<file path="src/rtl/rtc_edit_pkg.sv">
// Shared constants, types and range helpers for the RTC field editor.
// Field values are 7-bit binary; hour range depends on 12/24 h format.
package rtc_edit_pkg;

  localparam int W = 7;
  typedef logic [W-1:0] val_t;

  typedef enum logic [2:0] {
    F_SEC   = 3'd0,
    F_MIN   = 3'd1,
    F_HOUR  = 3'd2,
    F_DAY   = 3'd3,
    F_MONTH = 3'd4,
    F_YEAR  = 3'd5
  } field_e;

  typedef enum logic [2:0] {
    ACT_NONE,
    ACT_CONV,
    ACT_UP,
    ACT_DN,
    ACT_RIGHT,
    ACT_LEFT
  } act_e;

  localparam val_t SEC_MIN    = 7'd0;
  localparam val_t SEC_MAX    = 7'd59;
  localparam val_t MIN_MIN    = 7'd0;
  localparam val_t MIN_MAX    = 7'd59;
  localparam val_t HOUR_MIN   = 7'd0;
  localparam val_t HOUR_MAX   = 7'd23;
  localparam val_t HOUR12_MIN = 7'd1;
  localparam val_t HOUR12_MAX = 7'd12;
  localparam val_t DAY_MIN    = 7'd1;
  localparam val_t DAY_MAX    = 7'd31;
  localparam val_t MONTH_MIN  = 7'd1;
  localparam val_t MONTH_MAX  = 7'd12;
  localparam val_t YEAR_MIN   = 7'd0;
  localparam val_t YEAR_MAX   = 7'd99;

  function automatic val_t fmin(field_e f, logic h12);
    case (f)
      F_SEC:   return SEC_MIN;
      F_MIN:   return MIN_MIN;
      F_HOUR:  return h12 ? HOUR12_MIN : HOUR_MIN;
      F_DAY:   return DAY_MIN;
      F_MONTH: return MONTH_MIN;
      default: return YEAR_MIN;
    endcase
  endfunction

  function automatic val_t fmax(field_e f, logic h12);
    case (f)
      F_SEC:   return SEC_MAX;
      F_MIN:   return MIN_MAX;
      F_HOUR:  return h12 ? HOUR12_MAX : HOUR_MAX;
      F_DAY:   return DAY_MAX;
      F_MONTH: return MONTH_MAX;
      default: return YEAR_MAX;
    endcase
  endfunction

endpackage

</file>
<file path="src/rtl/rtc_field_editor_if.sv">
// Button/format inputs and decoder-facing outputs of the field editor.
// master drives buttons and format; slave is the editor itself.
interface rtc_field_editor_if;
  import rtc_edit_pkg::*;

  logic       edit_en;
  logic       btn_up;
  logic       btn_down;
  logic       btn_left;
  logic       btn_right;
  logic       SF_24_12;
  val_t       Wr_bin;
  logic [2:0] field_sel;
  logic       sel_hora;
  logic       SF_AM_PM;
  logic       wr_req;

  modport master (
    output edit_en, btn_up, btn_down,
    output btn_left, btn_right, SF_24_12,
    input  Wr_bin, field_sel, sel_hora,
    input  SF_AM_PM, wr_req
  );

  modport slave (
    input  edit_en, btn_up, btn_down,
    input  btn_left, btn_right, SF_24_12,
    output Wr_bin, field_sel, sel_hora,
    output SF_AM_PM, wr_req
  );
endinterface

</file>
<file path="src/rtl/btn_edge_det.sv">
// Rising-edge detector for one debounced button level.
// A held button yields one pulse; a low sample re-arms it.
module btn_edge_det (
  input  logic clk,
  input  logic reset,
  input  logic btn,
  output logic rise
);
  logic prev_q, prev_d;

  always_comb prev_d = btn;

  always_ff @(posedge clk) begin
    if (reset) prev_q <= 1'b0;
    else       prev_q <= prev_d;
  end

  assign rise = btn & ~prev_q;
endmodule

</file>
<file path="src/rtl/rtc_field_editor.sv">
// RTC time/date field editor: six fields, button edits, 12/24 h
// conversion and a one-cycle write request toward the BCD decoder.
module rtc_field_editor
  import rtc_edit_pkg::*;
(
  input  logic                clk,
  input  logic                reset,
  rtc_field_editor_if.slave   bus
);
  logic   up_e, dn_e, lf_e, rt_e;
  val_t   fld_q [6];
  val_t   fld_d [6];
  field_e sel_q, sel_d;
  logic   fmt_q, fmt_d;
  logic   ampm_q, ampm_d;
  logic   wr_req_q, wr_req_d;
  act_e   act;
  val_t   cur, lo, hi, hr;

  btn_edge_det u_up (
    .clk(clk), .reset(reset),
    .btn(bus.btn_up), .rise(up_e)
  );
  btn_edge_det u_dn (
    .clk(clk), .reset(reset),
    .btn(bus.btn_down), .rise(dn_e)
  );
  btn_edge_det u_lf (
    .clk(clk), .reset(reset),
    .btn(bus.btn_left), .rise(lf_e)
  );
  btn_edge_det u_rt (
    .clk(clk), .reset(reset),
    .btn(bus.btn_right), .rise(rt_e)
  );

  // Simultaneous up+down cancel each other but not left/right.
  always_comb begin
    act = ACT_NONE;
    if (bus.SF_24_12 != fmt_q)  act = ACT_CONV;
    else if (!bus.edit_en)      act = ACT_NONE;
    else if (up_e && !dn_e)     act = ACT_UP;
    else if (dn_e && !up_e)     act = ACT_DN;
    else if (rt_e)              act = ACT_RIGHT;
    else if (lf_e)              act = ACT_LEFT;
  end

  always_comb begin
    fld_d    = fld_q;
    sel_d    = sel_q;
    fmt_d    = fmt_q;
    ampm_d   = ampm_q;
    wr_req_d = 1'b0;
    cur      = fld_q[sel_q];
    lo       = fmin(sel_q, fmt_q);
    hi       = fmax(sel_q, fmt_q);
    hr       = fld_q[F_HOUR];
    unique case (act)
      ACT_CONV: begin
        fmt_d    = bus.SF_24_12;
        sel_d    = F_HOUR;
        wr_req_d = bus.edit_en;
        if (bus.SF_24_12) begin
          ampm_d = (hr >= 7'd12);
          if (hr == 7'd0)
            fld_d[F_HOUR] = 7'd12;
          else if (hr > 7'd12)
            fld_d[F_HOUR] = val_t'(hr - 7'd12);
        end else begin
          if (hr == 7'd12)
            fld_d[F_HOUR] = ampm_q ? 7'd12 : 7'd0;
          else if (ampm_q)
            fld_d[F_HOUR] = val_t'(hr + 7'd12);
        end
      end
      ACT_UP: begin
        fld_d[sel_q] = (cur == hi) ? lo : val_t'(cur + 7'd1);
        if (sel_q == F_HOUR && fmt_q && cur == 7'd11)
          ampm_d = ~ampm_q;
        wr_req_d = 1'b1;
      end
      ACT_DN: begin
        fld_d[sel_q] = (cur == lo) ? hi : val_t'(cur - 7'd1);
        if (sel_q == F_HOUR && fmt_q && cur == 7'd12)
          ampm_d = ~ampm_q;
        wr_req_d = 1'b1;
      end
      ACT_RIGHT: begin
        sel_d = (sel_q == F_YEAR) ? F_SEC
                                  : field_e'(sel_q + 3'd1);
      end
      ACT_LEFT: begin
        sel_d = (sel_q == F_SEC) ? F_YEAR
                                 : field_e'(sel_q - 3'd1);
      end
      default: ;
    endcase
    if (!fmt_d) ampm_d = 1'b0;
  end

  always_ff @(posedge clk) begin
    if (reset) begin
      for (int i = 0; i < 6; i++)
        fld_q[i] <= fmin(field_e'(i), 1'b0);
      sel_q    <= F_SEC;
      fmt_q    <= 1'b0;
      ampm_q   <= 1'b0;
      wr_req_q <= 1'b0;
    end else begin
      fld_q    <= fld_d;
      sel_q    <= sel_d;
      fmt_q    <= fmt_d;
      ampm_q   <= ampm_d;
      wr_req_q <= wr_req_d;
    end
  end

  assign bus.Wr_bin    = fld_q[sel_q];
  assign bus.field_sel = sel_q;
  assign bus.sel_hora  = (sel_q == F_HOUR);
  assign bus.SF_AM_PM  = ampm_q;
  assign bus.wr_req    = wr_req_q;
endmodule

</file>
<file path="src/flat_wrapper.sv">
// flat-port wrapper written by rule: the top's interface ports become plain ports
module rtc_field_editor_flat import rtc_edit_pkg::*;
  (clk, reset, bus_edit_en, bus_btn_up, bus_btn_down, bus_btn_left, bus_btn_right, bus_SF_24_12, bus_Wr_bin, bus_field_sel, bus_sel_hora, bus_SF_AM_PM, bus_wr_req);
  rtc_field_editor_if bus_i ();
  input  logic clk;
  input  logic reset;
  input wire logic [$bits(bus_i.edit_en)-1:0] bus_edit_en;
  input wire logic [$bits(bus_i.btn_up)-1:0] bus_btn_up;
  input wire logic [$bits(bus_i.btn_down)-1:0] bus_btn_down;
  input wire logic [$bits(bus_i.btn_left)-1:0] bus_btn_left;
  input wire logic [$bits(bus_i.btn_right)-1:0] bus_btn_right;
  input wire logic [$bits(bus_i.SF_24_12)-1:0] bus_SF_24_12;
  output wire logic [$bits(bus_i.Wr_bin)-1:0] bus_Wr_bin;
  output wire logic [$bits(bus_i.field_sel)-1:0] bus_field_sel;
  output wire logic [$bits(bus_i.sel_hora)-1:0] bus_sel_hora;
  output wire logic [$bits(bus_i.SF_AM_PM)-1:0] bus_SF_AM_PM;
  output wire logic [$bits(bus_i.wr_req)-1:0] bus_wr_req;
  assign bus_i.edit_en = bus_edit_en;
  assign bus_i.btn_up = bus_btn_up;
  assign bus_i.btn_down = bus_btn_down;
  assign bus_i.btn_left = bus_btn_left;
  assign bus_i.btn_right = bus_btn_right;
  assign bus_i.SF_24_12 = bus_SF_24_12;
  assign bus_Wr_bin = bus_i.Wr_bin;
  assign bus_field_sel = bus_i.field_sel;
  assign bus_sel_hora = bus_i.sel_hora;
  assign bus_SF_AM_PM = bus_i.SF_AM_PM;
  assign bus_wr_req = bus_i.wr_req;
  rtc_field_editor u_core (.clk(clk), .reset(reset), .bus(bus_i));
endmodule
</file>
<file path="config.mk">
export PLATFORM = sky130hd
export DESIGN_NAME = rtc_field_editor_flat
export DESIGN_NICKNAME = d
export VERILOG_FILES = /design/src/rtl/rtc_edit_pkg.sv /design/src/rtl/rtc_field_editor_if.sv /design/src/rtl/btn_edge_det.sv /design/src/rtl/rtc_field_editor.sv /design/src/flat_wrapper.sv
export SDC_FILE = /design/constraint.sdc
export NUM_CORES = 1
export LEC_CHECK = 0
export ABC_AREA = 1
export BUFFER_PORTS_ARGS = -buffer_cell sky130_fd_sc_hd__buf_2
export CORE_ASPECT_RATIO = 0.5
export CORE_UTILIZATION = 25
export DETAILED_ROUTE_END_ITERATION = 8
export PLACE_DENSITY = 0.4
export RECOVER_POWER = 25
export SLEW_MARGIN = 15
export SYNTH_ARGS = -nofsm -noshare
export SYNTH_HDL_FRONTEND = slang
export SYNTH_SLANG_ARGS = --single-unit
</file>
<file path="constraint.sdc">
create_clock -name clk -period 4.4 [get_ports clk]
set_clock_uncertainty 0.1 [all_clocks]
set_input_delay 0.44 -clock clk [delete_from_list [all_inputs] [get_ports clk]]
set_output_delay 0.44 -clock clk [all_outputs]
set_load 0.02 [all_outputs]
</file>
# ---- Word level (Yosys, flattened, before mapping)
# Cells that the tools add are included.
dict set report totals {
  in_bits 8
  ram_bits 0
  latch_bits 0
  elab_cells 112
  n_memories 0
  romBits 0
  register_bits 52
  output_inout_bits 13
}
dict set report classes {
  n_shift 0
  eq_ne 21
  n_lt_le_gt_ge 4
  n_addsub 6
  n_mul 0
  n_bitwise 11
  div 0
  muxes 37
  reduce_logical 19
}
# cell count
set op_table {}
lappend op_table {{$bwmux 42} 2}
lappend op_table {{$mux 7} 10}
lappend op_table {{$pmux 21 s2} 1}
lappend op_table {{$pmux 14 s2} 1}
lappend op_table {{$pmux 7 s4} 1}
lappend op_table {{$mux 3} 8}
lappend op_table {{$bmux 7 s3} 1}
lappend op_table {{$demux 7 s3} 1}
lappend op_table {{$eq 7x4->1 const B} 3}
lappend op_table {{$pmux 7 s3} 1}
lappend op_table {{$eq 7x7->1} 2}
lappend op_table {{$pmux 7 s2} 1}
lappend op_table {{$eq 3x2->1 const B} 4}
lappend op_table {{$eq 3x3->1 const B} 4}
lappend op_table {{$pmux 3 s3} 1}
lappend op_table {{$ne 4x2->1 const B} 2}
lappend op_table {{$reduce_or 2->1} 4}
lappend op_table {{$add 7x1->7 const B} 1}
lappend op_table {{$add 7x4->7 const B} 1}
lappend op_table {{$ge 7x4->1 const B} 1}
lappend op_table {{$gt 7x4->1 const B} 1}
lappend op_table {{$logic_not 7->1} 1}
lappend op_table {{$sub 7x1->7 const B} 1}
lappend op_table {{$sub 7x4->7 const B} 1}
lappend op_table {{23 further kinds} 44}

# ---- Logic depth before layout (Yosys ltp)
dict set report depth {
  ltp_word 12
  mapped_depth 19
}

# ---- Modules after synthesis
# Synthesis repeated with hierarchy kept, for this count alone.
dict set report hier_totals {
  cells_unflattened 677
  hier_area_um2 3978.8
}
# module seq_area_each_um2 cells_per_inst area_per_inst_um2 instances
set by_module_without_submodules {}
lappend by_module_without_submodules {rtc_field_editor 960.9 661 3853.7 1}
lappend by_module_without_submodules {btn_edge_det 20.0 4 31.3 4}

# ---- Least setup slack after synthesis
# OpenSTA, ideal clock, no wires.
dict set report synth_path {
  path_kind {reg-to-reg}
  startpoint {register u_core.sel_q[2], in the netlist u_core.bus.field_sel[2]}
  endpoint {register u_core.fld_q[15] (netlist name)}
  t_arrival_ns 2.144
  required_ns 4.186
  setup_time_ns 0.114
  stages_incl_launch_ff 15
  path_slack_ns 2.043
  cell_sequence {dfxtp_1 -> inv_1 -> buf_2 -> ha_1 -> nor2_1 -> nand2_1 -> nor2_1 -> nand2_1 -> a21oi_1 -> nand3_2 -> and2_1 -> nand2_1 -> nand2_2 -> o21bai_1 -> inv_1}
}
dict set report synth_between {
  elab_chain_len 8
}
# item line_no
set synth_lines {}
lappend synth_lines {{start, declared} rtc_field_editor.sv:13} ;# field_e sel_q, sel_d;
lappend synth_lines {{start signal, assigned} rtc_field_editor.sv:111} ;# sel_q <= sel_d;
lappend synth_lines {{$not 3->4} {rtc_field_editor.sv:54, rtc_field_editor.sv:77, rtc_field_editor.sv:83}}
lappend synth_lines {{$bmux 7 s3} rtc_field_editor.sv:54} ;# cur = fld_q[sel_q];
lappend synth_lines {{$mux 7 (implied by the code) (2 in a row)} rtc_field_editor.sv:54}
lappend synth_lines {{$sub 7x1->7, or another cell as far along} rtc_field_editor.sv:83} ;# fld_d[sel_q] = (cur == lo) ? hi : val_t'(cur - 7'd1);
lappend synth_lines {{$mux 7 (on tied branches)} {rtc_field_editor.sv:83, rtc_field_editor.sv:77}}
lappend synth_lines {{$bwmux 42 (on tied branches)} {rtc_field_editor.sv:83, rtc_field_editor.sv:77}}
lappend synth_lines {{$pmux 21 s2 (*)} rtc_field_editor.sv:58} ;# unique case (act)
lappend synth_lines {{end signal, assigned by index} rtc_field_editor.sv:104} ;# fld_q[i] <= fmin(field_e'(i), 1'b0);
lappend synth_lines {{end signal, assigned} rtc_field_editor.sv:110} ;# fld_q <= fld_d;
lappend synth_lines {{end, declared} rtc_field_editor.sv:11} ;# val_t fld_q [6];
# Every way passes the cells marked *; elsewhere a longest branch is shown, timed or not. The select of a mux whose other input is x is not followed.
# A chain may end at the register's enable or synchronous reset.

# ---- Worst setup path after layout
dict set report layout_path {
  startpoint {register u_core.sel_q[0], in the netlist u_core.bus.field_sel[0]}
  endpoint {register u_core.fld_q[20] (netlist name)}
}
# Same word-level chain as after synthesis.

==> summary.txt <==
Die
  • Core Rows: 31
  • Die Wd: 175 um
  • Initial core utilization: roughly a quarter
  • Die height: 88.7 um
  • DIE AREA: 15600 um^2
  • I/O pins: 21
  • Core Area: roughly 15000 um^2

Critical path
  • Worst r2r src: u_core.bus.field_sel[0]
  • Critical Path Fanout Max: 18
  • Worst path max stage delay: about 0.68 ns
  • Reg-to-reg endpoint: u_core.fld_q[20]
  • WP data arrival: 3.84 ns
  • CP top delay family: simple AND/OR/NAND/NOR gates
  • Cells on worst reg2reg path: 16
  • Critical Path RT: 4.54 ns
  • WP buf/inv: 3
  • CP cell instances: clkbuf_1, nand2_1, o21ai_1, nand2_1, nand2_1, nand2_1, nand2_1, ha_1, nand3_1, nand2_1, nand2_1, inv_1, nand2_1, o21ai_1, o21bai_1, inv_1
  • Critical path's most frequent cell: nand2_1
  • Slowest cell on the critical path: clkbuf_1
  • Critical path class: flop to flop
  • Worst setup SP type: flop
  • Setup slack, reg-to-reg: about 0.70 ns
  • Setup crit end kind: flop

Run
  • Max-Cap Viols: 0

Drt
  • Number of nets with antenna violations after routing: 0
  • Final routed DRC violation total: 0
  • DR pass1 iterations: 5
  • Routed vias: 4031
  • Final WL: 13800 um
  • Via-to-Cell Ratio: 4.70
  • Routed length per instance: 16.1 um
  • DRT iter0 DRCs: 351

Global routing
  • Largest net degree at the start of global routing: 30
  • GR Overflow Total: 0
  • First-pass GRT wire length: 21300 um
  • Vias in the first global route: 3671
  • Initial antenna violation count: 0
  • All-Layer GR Usage: 18.2%

STA
  • Final Hold Viols: 0
  • Worst relative slew slack: 18.3%
  • Setup ws final: around 0.70 ns
  • Final min period: 3.70 ns
  • Worst-Margin Slew: 1.23 ns
  • RSZ-0062 raised after global routing: no
  • Final setup fails: 0
  • Tcrit/Tclk final: 84.1%
  • Max frequency: 0.270 GHz
  • Slew Viols, Final: 0
  • Setup TNS: 0 ns

Synth
  • Synthesis-stage register bit count: 52
  • Synthesis Warnings: 0
  • Mapped cell area: between 3000 and 4000 um^2
  • Syn_nets: 657
  • Mapped Cells: 642
  • Synth unique cells: 34
  • Syn avg cell area: 5.85 um^2
  • Post-synthesis sequential area ratio: 27.7%

Pwr
  • Pwr Total: 1.64 mW
  • Clock power share: between 20% and 30%
  • Part of the power in combinational logic: 39.4%
  • Net Switching: 0.688 mW
  • Maximum resistive drop on vdd: 0.144 mV
  • Pint: about 0.95 mW
  • Leakage: 2.17 nW
  • Switching share of total power: 42.0%
  • Sequential share of power: around 32%
  • PwrDens: 388 nW/um^2

Placement
  • Pre-CTS setup slack: 0.663 ns
  • Gpl congestion: 0.880
  • Port Buf Inserts: 20
  • Post-DP HPWL: 10600 um
  • Placed instance area: 4070 um^2

Clocking
  • Post-CTS setup repair buffer count: 0
  • CTS tree: built
  • PostCTS Resize Cnt: 0
  • Hold_buf cts: 0
  • Num CTS Buffers: 5
  • Bufs on Longest Clock Path: 2
  • Clock sink total: 52
  • CTS clk-pin slew, worst paths: about 0.070 ns
  • CTS H-tree depth: 2
  • Clock root cell: clkbuf_16
  • Clk_lat worst skew: roughly 0.3 ns

Layout
  • Post-route cell area: 4220 um^2
  • Layout cells sized above 1: 6.98%
  • Final #Nets: 673
  • Layout area overhead: 12.3%
  • ANT cells: 0

Min path
  • Hold Path Origin: bus_btn_down
  • Hold Path Depth: 3
  • Hold Path Sink: u_core.u_dn.prev_q
  • HP Class: input port to flop

Outcome
  • Outcome: completed
-- registers in the layout, indices dropped and copies added (netlist names) --
register	cells
u_core.u_up.prev_q	1
u_core.bus.SF_AM_PM	1
u_core.hr	7
u_core.fld_q	35
u_core.fmt_q	1
u_core.bus.field_sel	3
u_core.u_dn.prev_q	1
u_core.bus.wr_req	1
u_core.u_lf.prev_q	1
u_core.u_rt.prev_q	1
-- metrics by stage --
stage | hold WS (ns) | std cells | util, %
final | 0.264 | 857 | 28.9
after CTS | 0.250 | 857 | 29.0
after floorplan | 0.341 | 642 | -
after global placement | 0.352 | 849 | 27.9
after global routing | 0.271 | 857 | 28.9
after detailed placement | 0.359 | 849 | 27.9
-- cell families after synthesis --
group	synth area share (%)
and+or+nand+nor	36.9
adders and majority gates	2.33
buffers and inverters	12.1
xor gates and xnor gates	2.10
AOI/OAI and AO/OA	18.3
muxes	0.599
DFF	27.7
-- power by group through the flow --
stage          clock network, mW  logic [mW]  registers, mW
6_report                   0.464       0.645          0.531
4_1_cts                    0.480       0.643          0.530
3_3_place_gp                   0       0.653          0.541
2_1_floorplan                  0       0.463          0.526
3_5_place_dp                   0       0.640          0.541
5_1_grt                    0.495       0.723          0.535
-- worst max-delay path by stage --
stage                                  startpoint                to  slack [ns]  cells past startpoint
final                     u_core.bus.field_sel[0]  u_core.fld_q[20]        0.70                     16
after global placement               bus_SF_24_12  u_core.fld_q[41]        0.53                     10
after floorplan           u_core.bus.field_sel[2]  u_core.fld_q[15]        2.04                     14
after global routing      u_core.bus.field_sel[0]  u_core.fld_q[20]        0.44                     16
after detailed placement             bus_SF_24_12  u_core.fld_q[20]        0.66                     10
after CTS                            u_core.fmt_q  u_core.fld_q[20]        0.86                      9
-- per-layer routing --
metal | vias to the layer above | global-route usage, % | part of all wire (%)
met1 | 1868 | 26.6 | 53
met5 | - | 0 | 0
li1 | 2071 | - | -
met4 | 0 | 2.77 | 0.50
met3 | 6 | 2.84 | 4.2
met2 | 86 | 28.5 | 42
-- cell usage in the layout (no fill, tap or decap), types with 8 or more instances in the layout --
cell type | Yosys | layout
nor2_1 | 63 | 63
nand2_1 | 188 | 188
buf_2 | 4 | 14
inv_2 | 8 | 8
clkbuf_1 | 9 | 9
o21ai_1 | 9 | 9
o21bai_1 | 15 | 15
o21ai_0 | 51 | 51
inv_1 | 94 | 94
nand3_1 | 55 | 55
dfxtp_1 | 52 | 52
a21oi_1 | 39 | 39
-- synth_stat cells --
master | n | share of area (%)
nand2_1 | 188 | 19
inv_1 | 94 | 9.4
nor2_1 | 63 | 6.3
nand3_1 | 55 | 7.3
dfxtp_1 | 52 | 28
o21ai_0 | 51 | 6.8
a21oi_1 | 39 | 5.2
o21bai_1 | 15 | 3.0
clkbuf_1 | 9 | 0.90
o21ai_1 | 9 | 1.2
inv_2 | 8 | 0.80
ha_1 | 7 | 2.3
xor2_1 | 7 | 1.6
nand2_2 | 6 | 1.0
o211ai_1 | 5 | 1.0
buf_2 | 4 | 0.53
nand4_1 | 4 | 0.67
nor2_2 | 4 | 0.67
a31oi_1 | 3 | 0.50
a22oi_1 | 2 | 0.40
buf_4 | 2 | 0.40
nor3_1 | 2 | 0.27
xnor2_1 | 2 | 0.47
and2_1 | 1 | 0.17
clkinv_1 | 1 | 0.10
mux2i_4 | 1 | 0.60
nand3_2 | 1 | 0.27
nand3_4 | 1 | 0.47
nand3b_1 | 1 | 0.20
nor2_4 | 1 | 0.30
nor4_1 | 1 | 0.17
o31ai_1 | 1 | 0.20
or2_1 | 1 | 0.17
or2_2 | 1 | 0.17
-- tightest hold or removal path, delay by kind of cell --
kind | cells | cell delay [ns]
and+or+nand+nor | 1 | 0.07
buffers and inverters | 2 | 0.11
-- layout make-up --
type	instances	area, um^2
Tap cell	198	248
Sequential cell	52	1040
Multi-Input combinational cell	472	2260
Inverter	103	387
Clock inverter	2	38.8
Fill cell	1712	10400
Timing Repair Buffer	24	115
Clock buffer	6	129
(Power assumes the default switching activity.)
